### src/rtl/rf_access_ctrl_pkg.sv
// Shared opcodes, FSM states and width defaults for rf_access_ctrl.
// Define RF_ACCESS_CTRL_ADD_EN to enable opcode 101 (ADD).
package rf_access_ctrl_pkg;

    localparam int DW_DEF = 8;
    localparam int AW_DEF = 2;

    localparam logic [2:0] OP_NOP = 3'b000;
    localparam logic [2:0] OP_LDI = 3'b001;
    localparam logic [2:0] OP_MOV = 3'b010;
    localparam logic [2:0] OP_RD  = 3'b011;
    localparam logic [2:0] OP_SWL = 3'b100;
    localparam logic [2:0] OP_ADD = 3'b101;

    typedef enum logic [2:0] {
        IDLE,
        RD_SRC,
`ifdef RF_ACCESS_CTRL_ADD_EN
        RD_DST,
`endif
        WR,
        RSP
    } state_e;

    // r3 only loads from the switch bus, so data writes to it are rejected
    function automatic logic op_illegal(input logic [2:0] op,
                                        input logic dst_is_sw);
        logic ill;
        case (op)
            OP_NOP, OP_RD, OP_SWL: ill = 1'b0;
            OP_LDI, OP_MOV:        ill = dst_is_sw;
`ifdef RF_ACCESS_CTRL_ADD_EN
            OP_ADD:                ill = dst_is_sw;
`endif
            default:               ill = 1'b1;
        endcase
        return ill;
    endfunction

endpackage

### src/rtl/rf_ce_decode.sv
// One-hot write-enable decoder with enable for the register file.
module rf_ce_decode #(
    parameter int AW = 2
) (
    input  logic                 en,
    input  logic [AW-1:0]        addr,
    output logic [(1<<AW)-1:0]   ce
);

    always_comb begin
        ce = '0;
        if (en) ce[addr] = 1'b1;
    end

endmodule

### src/rtl/rf_access_ctrl.sv
// Command sequencer and sole writer of the 4x8 register file.
// Define RF_ACCESS_CTRL_ADD_EN to enable the ADD opcode and RD_DST state.
module rf_access_ctrl
    import rf_access_ctrl_pkg::*;
#(
    parameter int DW = DW_DEF,
    parameter int AW = AW_DEF
) (
    input  logic          clk,
    input  logic          rst_n,
    input  logic          cmd_valid,
    output logic          cmd_ready,
    input  logic [2:0]    cmd_op,
    input  logic [AW-1:0] cmd_dst,
    input  logic [AW-1:0] cmd_src,
    input  logic [DW-1:0] cmd_imm,
    output logic          rsp_valid,
    input  logic          rsp_ready,
    output logic [DW-1:0] rsp_data,
    output logic          rsp_err,
    output logic [DW-1:0] rf_data_in,
    output logic          rf_ce0,
    output logic          rf_ce1,
    output logic          rf_ce2,
    output logic          rf_ce3,
    output logic [AW-1:0] rf_addr,
    input  logic [DW-1:0] rf_data_out
);

    localparam logic [AW-1:0] SW_REG = '1;

    state_e             state_q, state_d;
    logic [2:0]         op_q;
    logic [AW-1:0]      dst_q, src_q;
    logic [DW-1:0]      imm_q, tmp_q;
    logic [DW-1:0]      rsp_data_d;
    logic               rsp_err_d;
    logic               accept, wr_en;
    logic [AW-1:0]      wr_addr;
    logic [(1<<AW)-1:0] ce;

    assign cmd_ready = rst_n && (state_q == IDLE);
    assign accept    = cmd_valid && cmd_ready;
    assign rsp_valid = (state_q == RSP);
    // rst_n gating keeps a pending write from landing on the reset edge
    assign wr_en     = rst_n && (state_q == WR);
    assign wr_addr   = (op_q == OP_SWL) ? SW_REG : dst_q;

    rf_ce_decode #(.AW(AW)) u_ce (
        .en   (wr_en),
        .addr (wr_addr),
        .ce   (ce)
    );

    assign rf_ce0 = ce[0];
    assign rf_ce1 = ce[1];
    assign rf_ce2 = ce[2];
    assign rf_ce3 = ce[3];

    always_comb begin
        rf_addr    = '0;
        rf_data_in = '0;
        unique case (state_q)
            RD_SRC:  rf_addr = (op_q == OP_SWL) ? SW_REG : src_q;
`ifdef RF_ACCESS_CTRL_ADD_EN
            RD_DST:  rf_addr = dst_q;
`endif
            WR:      rf_data_in = (op_q == OP_LDI) ? imm_q : tmp_q;
            default: ;
        endcase
    end

    always_comb begin
        state_d    = state_q;
        rsp_data_d = '0;
        rsp_err_d  = 1'b0;
        unique case (state_q)
            IDLE: begin
                if (accept) begin
                    if (op_illegal(cmd_op, cmd_dst == SW_REG)) begin
                        state_d   = RSP;
                        rsp_err_d = 1'b1;
                    end else begin
                        case (cmd_op)
                            OP_LDI, OP_SWL: state_d = WR;
                            OP_MOV, OP_RD:  state_d = RD_SRC;
`ifdef RF_ACCESS_CTRL_ADD_EN
                            OP_ADD:         state_d = RD_SRC;
`endif
                            default:        state_d = RSP;
                        endcase
                    end
                end
            end
            RD_SRC: begin
                case (op_q)
                    OP_RD, OP_SWL: begin
                        state_d    = RSP;
                        rsp_data_d = rf_data_out;
                    end
`ifdef RF_ACCESS_CTRL_ADD_EN
                    OP_ADD:  state_d = RD_DST;
`endif
                    default: state_d = WR;
                endcase
            end
`ifdef RF_ACCESS_CTRL_ADD_EN
            RD_DST:  state_d = WR;
`endif
            WR: begin
                if (op_q == OP_SWL) begin
                    state_d = RD_SRC;
                end else begin
                    state_d    = RSP;
                    rsp_data_d = rf_data_in;
                end
            end
            RSP:     if (rsp_ready) state_d = IDLE;
            default: state_d = IDLE;
        endcase
    end

    always_ff @(posedge clk) begin
        if (!rst_n) begin
            state_q  <= IDLE;
            op_q     <= OP_NOP;
            dst_q    <= '0;
            src_q    <= '0;
            imm_q    <= '0;
            tmp_q    <= '0;
            rsp_data <= '0;
            rsp_err  <= 1'b0;
        end else begin
            state_q <= state_d;
            if (accept) begin
                op_q  <= cmd_op;
                dst_q <= cmd_dst;
                src_q <= cmd_src;
                imm_q <= cmd_imm;
            end
            if (state_q == RD_SRC) tmp_q <= rf_data_out;
`ifdef RF_ACCESS_CTRL_ADD_EN
            if (state_q == RD_DST) tmp_q <= tmp_q + rf_data_out;
`endif
            if (state_d == RSP && state_q != RSP) begin
                rsp_data <= rsp_data_d;
                rsp_err  <= rsp_err_d;
            end
        end
    end

endmodule

### config.mk
export PLATFORM = sky130hd
export DESIGN_NAME = rf_access_ctrl
export DESIGN_NICKNAME = d
export VERILOG_FILES = /design/src/rtl/rf_access_ctrl_pkg.sv /design/src/rtl/rf_ce_decode.sv /design/src/rtl/rf_access_ctrl.sv
export SDC_FILE = /design/constraint.sdc
export NUM_CORES = 1
export LEC_CHECK = 0
export ABC_AREA = 1
export BUFFER_PORTS_ARGS = -buffer_cell sky130_fd_sc_hd__buf_2
export CORE_UTILIZATION = 50
export DETAILED_ROUTE_END_ITERATION = 16
export PLACE_DENSITY_LB_ADDON = 0.1
export SLEW_MARGIN = 40
export SYNTH_ARGS = -nofsm -noshare
export SYNTH_HDL_FRONTEND = slang
export SYNTH_SLANG_ARGS = --single-unit
### constraint.sdc
create_clock -name clk -period 3.9 [get_ports clk]
set_input_delay 0.195 -clock clk [delete_from_list [all_inputs] [get_ports clk]]
set_output_delay 0.195 -clock clk [all_outputs]
set_load 0.01 [all_outputs]
==> results.sh, run 1 <==
export IMPL_die_y_um=62.6
export IMPL_grt_max_degree=31
export IMPL_ys_seq_area_share_pct=38.2
export IMPL_peakVddDrop_uv=178
export IMPL_antenna_left=0
export IMPL_portBuffers=51
export IMPL_hold_start="rf_data_out[1]"
export IMPL_start_util_pct=53.7
export IMPL_powerDensity_nw_per_um2=302
export IMPL_hold_class="primary input to register"
export IMPL_cts_setup_buffers=0
export IMPL_antenna_cells=0
export IMPL_drc_errors=0
export IMPL_fill_cells=380
export IMPL_viasPerCell=4.94
export IMPL_holdWs_ns=0.107
export IMPL_nNetsFinal=356
export IMPL_finalSetupTns_ns=0
export IMPL_fp_coreArea_um2=3420
export IMPL_fin_crit_ns=1.97
export IMPL_final_setup_worst_slack_ns=1.93
export IMPL_cts_resized=0
export IMPL_finalHoldViolCount=0
export IMPL_slowest_delay_ns=0.42
export IMPL_ys_ff_latch=35
export IMPL_dieArea_um2=3920
export IMPL_critPathSlowestCell="nand3_2"
export IMPL_crit_fanout=30
export IMPL_finalSetupViolCount=0
export IMPL_hold_depth=3
export IMPL_grt_pass1_vias=1695
export IMPL_wire_per_inst_um=11.0
export IMPL_required_ns=4.14
export IMPL_clockBufferDepth=2
export IMPL_cts_tree="done"
export IMPL_yosysWarnings=0
export IMPL_grt_overflow_total=0
export IMPL_drt_iter0_drc=109
export IMPL_synthToLayoutAreaGrowth_pct=17.2
export IMPL_routed_wl_mm=4.12
export IMPL_clk_pin_slew_ns=0.11
export IMPL_worstPathCellList="nor2_1 -> nand3_2 -> inv_1 -> nand2_1 -> nand2_2 -> nand3_4 -> nor2_1 -> nor2_1"
export IMPL_syn_inst=280
export IMPL_grt_pass1_wl_mm=7.18
export IMPL_status="completed"
export IMPL_yosysUniqueCellTypes=27
export IMPL_endpoint_kind="register"
export IMPL_die_width_um=62.6
export IMPL_fin_skew_ns=0.0117
export IMPL_rr_worst_depth=8
export IMPL_crit_type="register to register"
export IMPL_dpl_hpwl_mm=3.16
export IMPL_htreeDepth=2
export IMPL_cts_hold_buf=0
export IMPL_period_share_pct=50.5
export IMPL_r2r_start="state_q[0]$_SDFF_PN0_"
export IMPL_syn_area_um2=1840
export IMPL_synth_nets=307
export IMPL_dr_pass1_iters=4
export IMPL_syn_area_per_cell_um2=6.56
export IMPL_antenna_found_initial=0
export IMPL_clock_sinks=35
export IMPL_num_vias=1859
export IMPL_worstSetupStartpointType="register"
export IMPL_drive_gt1_share_pct=23.0
export IMPL_crit_start="state_q[0]$_SDFF_PN0_"
export IMPL_ioPinCount=52
export IMPL_grt_usage_pct=23.3
export IMPL_rsz0062_at_grt="false"
export IMPL_fmax_ghz=0.507
export IMPL_numCtsBuffers=5
export IMPL_row_count=21
export IMPL_worstPathArrival_ns=2.21
export IMPL_clockRootBuffer="clkbuf_4"
export IMPL_critPathMostFrequentCell="nor2_1"
export IMPL_drv_slew=0
export IMPL_routabilityCongestion=0.813
export IMPL_insertion_delay_ns=0.34
export IMPL_power_leakage_nw=1.03
export IMPL_pre_cts_slack_ns=1.70
export IMPL_max_cap_viol_count=0
==> stage by stage <==
step | std cells | power [mW] | instance area (um^2) | utilization (%)
after floorplan | 280 | 0.439 | 1840 | -
after global placement | 368 | 0.465 | 2100 | 61.4
after detailed placement | 368 | 0.466 | 2100 | 61.4
after CTS | 376 | 0.658 | 2150 | 63.0
after global routing | 376 | 0.685 | 2150 | 63.0
final | 376 | 0.649 | 2150 | 63.0
==> critical path: cells and delay by family, from the launching register on <==
kind,cells,cell delay (ns)
and+or+nand+nor,7,1.28
buffers and inverters,1,0.23
DFF,1,0.36
==> synth_stat cells (all sizes together) <==
cell	count	share of area, %
nand4	7	2.4
a211oi	4	1.6
nand2	48	11
nor2	52	12
conb	1	0.20
clkbuf	3	0.61
nor3	2	0.55
or2	1	0.34
nor4	1	0.34
inv	50	10
nand3	18	6.1
o211ai	1	0.41
dfxtp	35	38
a21oi	29	7.9
buf	6	2.1
o21ai	19	5.2
o22ai	3	1.0
==> final cells by class <==
| cell class | instances | area (um^2) | share of cell area [%] |
|---|---|---|---|
| flip-flops and latches | 35 | 701 | 32.6 |
| clock inverters | 2 | 12.5 | 0.581 |
| multi-input cells | 186 | 897 | 41.7 |
| repair buffers | 51 | 255 | 11.9 |
| inverters | 50 | 188 | 8.72 |
| clock buffers | 6 | 41.3 | 1.92 |
| well taps | 46 | 57.6 | 2.67 |
==> flip-flops by register name, indices dropped and copies added (netlist names) <==
name / cells
rsp_err: 1
dst_q: 2
op_q: 3
src_q: 2
tmp_q: 8
state_q: 3
imm_q: 8
rsp_data: 8
==> layout by cell type (no fill, tap or decap) <==
| cell | instances |
|---|---|
| buf_2 | 51 |
| nor2_1 | 46 |
| inv_1 | 45 |
| nand2_1 | 45 |
| dfxtp_1 | 35 |
| a21oi_1 | 29 |
| o21ai_0 | 18 |
| nand3_1 | 15 |
| nand4_1 | 7 |
| inv_2 | 5 |
| clkbuf_4 | 5 |
| nor2_2 | 4 |
| a211oi_1 | 4 |
| o22ai_1 | 3 |
| nand3_2 | 2 |
| nand2_4 | 2 |
| nor3_1 | 2 |
| nor2_4 | 2 |
| nor4_1 | 1 |
| o211ai_1 | 1 |
| o21ai_1 | 1 |
| or2_2 | 1 |
| nand2_2 | 1 |
| nand3_4 | 1 |
| clkbuf_1 | 1 |
| clkinvlp_4 | 1 |
| clkinv_2 | 1 |
| conb_1 | 1 |
==> logic make-up (layout without fill, tap and decap cells) <==
| group | Yosys count | after routing | synth area share, % |
|---|---|---|---|
| and+or+nand+nor | 129 | 129 | 32.5 |
| other | 1 | 1 | 0.204 |
| DFF | 35 | 35 | 38.2 |
| AOI/OAI and AO/OA | 56 | 56 | 16.2 |
| buffers and inverters | 59 | 109 | 13.0 |
==> layer usage <==
metal	GRT usage [%]	part of all wire (%)
met2	38.2	45
met1	28.6	48
met5	0	0
met3	6.57	5.4
met4	9.01	2.0
==> where the power goes <==
part           internal (mW)  switching [mW]
clock                 0.0695           0.121
combinational         0.0295          0.0533
sequential             0.369         0.00622
total                  0.469           0.181
==> final timing paths <==
| path | to | slack [ns] |
|---|---|---|
| worst max-delay path | rsp_err$_SDFFE_PN0P_ | 1.93 |
| worst min-delay path | tmp_q[1]$_SDFFE_PN0P_ | 0.11 |
| worst max register to register | rsp_err$_SDFFE_PN0P_ | 1.93 |
| worst min register to register | src_q[0]$_SDFFE_PN0N_ | 0.46 |
Power figures use the tool's default switching activity.
==> run 2: changes to the inputs <==
Settings changed: CORE_UTILIZATION 50 to 46.
Clock period 3.9 ns to 1.7 ns, I/O delays scaled along.
==> results.sh, run 2 (synthesis results as in run 1) <==
export IMPL_status="completed"
export IMPL_viasPerCell=4.86
export IMPL_drv_slew=0
export IMPL_finalSetupViolCount=0
export IMPL_crit_fanout=11
export IMPL_rr_worst_depth=8
export IMPL_antenna_left=0
export IMPL_rsz0062_at_grt="true"
export IMPL_layout_commonest_cell="buf_2"
export IMPL_num_vias=1861
export IMPL_ioPinCount=52
export IMPL_fin_skew_ns=0.00821
export IMPL_numCtsBuffers=5
export IMPL_slowest_delay_ns=0.34
export IMPL_power_leakage_nw=1.08
export IMPL_dpl_hpwl_mm=3.15
export IMPL_fill_cells=380
export IMPL_finalSetupTns_ns=0
export IMPL_grt_max_degree=29
export IMPL_required_ns=1.62
export IMPL_grt_overflow_total=0
export IMPL_critPathSlowestCell="dfxtp_1"
export IMPL_design_area_um2=2280
export IMPL_clock_sinks=35
export IMPL_crit_type="register to output pin"
export IMPL_dieArea_um2=4250
export IMPL_final_cell_mix="51 x buf_2, 45 x inv_1, 44 x nor2_1, 44 x nand2_1, 34 x dfxtp_1"
export IMPL_grt_pass1_vias=1738
export IMPL_clk_pin_slew_ns=0.07
export IMPL_placed_cell_area_um2=2130
export IMPL_row_count=22
export IMPL_insertion_delay_ns=0.29
export IMPL_dr_pass1_iters=4
export IMPL_routed_wl_mm=4.39
export IMPL_fp_coreArea_um2=3740
export IMPL_start_util_pct=49.0
export IMPL_antenna_cells=0
export IMPL_worstSetupStartpointType="register"
export IMPL_period_share_pct=93.0
export IMPL_grt_usage_pct=23.3
export IMPL_cts_hold_buf=0
export IMPL_hold_class="primary input to register"
export IMPL_fmax_ghz=0.632
export IMPL_holdWs_ns=0.0384
export IMPL_peakVddDrop_uv=512
export IMPL_reg_largest_list="imm_q x8, rsp_data x8, tmp_q x8"
export IMPL_finalHoldViolCount=0
export IMPL_wire_per_inst_um=11.4
export IMPL_clockBufferDepth=2
export IMPL_clockRootBuffer="clkbuf_8"
export IMPL_nNetsFinal=362
export IMPL_max_cap_viol_count=0
export IMPL_synthToLayoutAreaGrowth_pct=24.1
export IMPL_cts_tree="done"
export IMPL_final_setup_worst_slack_ns=0.119
export IMPL_critPathMostFrequentCell="nand2_1"
export IMPL_hold_depth=3
export IMPL_routabilityCongestion=0.899
export IMPL_drc_errors=0
export IMPL_fin_crit_ns=1.58
export IMPL_pre_cts_slack_ns=0.137
export IMPL_antenna_found_initial=0
export IMPL_htreeDepth=2
export IMPL_die_y_um=65.2
export IMPL_worstPathCellList="inv_2 -> nand3_2 -> nand2_1 -> nand2_1 -> nor2_1 -> buf_2"
export IMPL_grt_pass1_wl_mm=7.43
export IMPL_drt_iter0_drc=124
export IMPL_die_width_um=65.2
export IMPL_drive_gt1_share_pct=26.0
export IMPL_powerDensity_nw_per_um2=787
export IMPL_endpoint_kind="output pin"
export IMPL_worstPathArrival_ns=1.50
export IMPL_fin_total_pwr_mw=1.79
export IMPL_portBuffers=51
## run 2: power breakdown
part           internal (mW)  switching [mW]  total (mW)
registers              0.848          0.0160       0.864
logic                 0.0736           0.126       0.199
clock network          0.430           0.298       0.728
total                   1.35           0.440        1.79
## run 2: worst max-delay path, delay by kind of cell, from the launching register on
family	cells	cell delay, ns
simple gates	4	0.58
flops	1	0.34
buf+inv	2	0.28
## run 2: timing repair
item                                    4_1_cts  5_1_grt
resized for setup                             2        6
setup buffers                                 0        2
pin swaps                                     0        1
endpoints found under the setup margin        4       16
## run 2: area by class of cell
class                      instances  area, um^2  share of cell area, %
inverter                          50         188                   8.24
multi-input combinational        186         925                   40.6
tap                               48        60.1                   2.64
clock inverter                     1        30.0                   1.32
timing repair buffer              57         300                   13.2
sequential                        35         702                   30.8
clock buffer                       6        72.6                   3.19
## run 2: metal layers
metal,vias to the layer above,part of all wire [%],routed length (um),GRT usage [%]
met4,0,1.4,62,11.4
met5,-,0,0,0
met3,7,5.3,231,4.51
li1,1001,-,-,-
met1,806,49,2140,29.5
met2,47,44,1950,37.6
## run 2: path summary, 6_finish.rpt
kind                               from                     to  slack [ns]
hold / removal               cmd_imm[7]  imm_q[7]$_SDFFE_PN0N_        0.04
setup / recovery   op_q[1]$_SDFFE_PN0N_          rf_data_in[2]        0.12
setup reg to reg  state_q[0]$_SDFF_PN0_   rsp_err$_SDFFE_PN0P_        0.18
hold reg to reg   src_q[0]$_SDFFE_PN0N_  src_q[0]$_SDFFE_PN0N_        0.45
## run 2: stage by stage
stage,utilization (%),instances
after global routing,60.8,383
after CTS,59.9,381
after floorplan,-,280
after detailed placement,56.9,374
after global placement,56.9,374
final,60.8,383
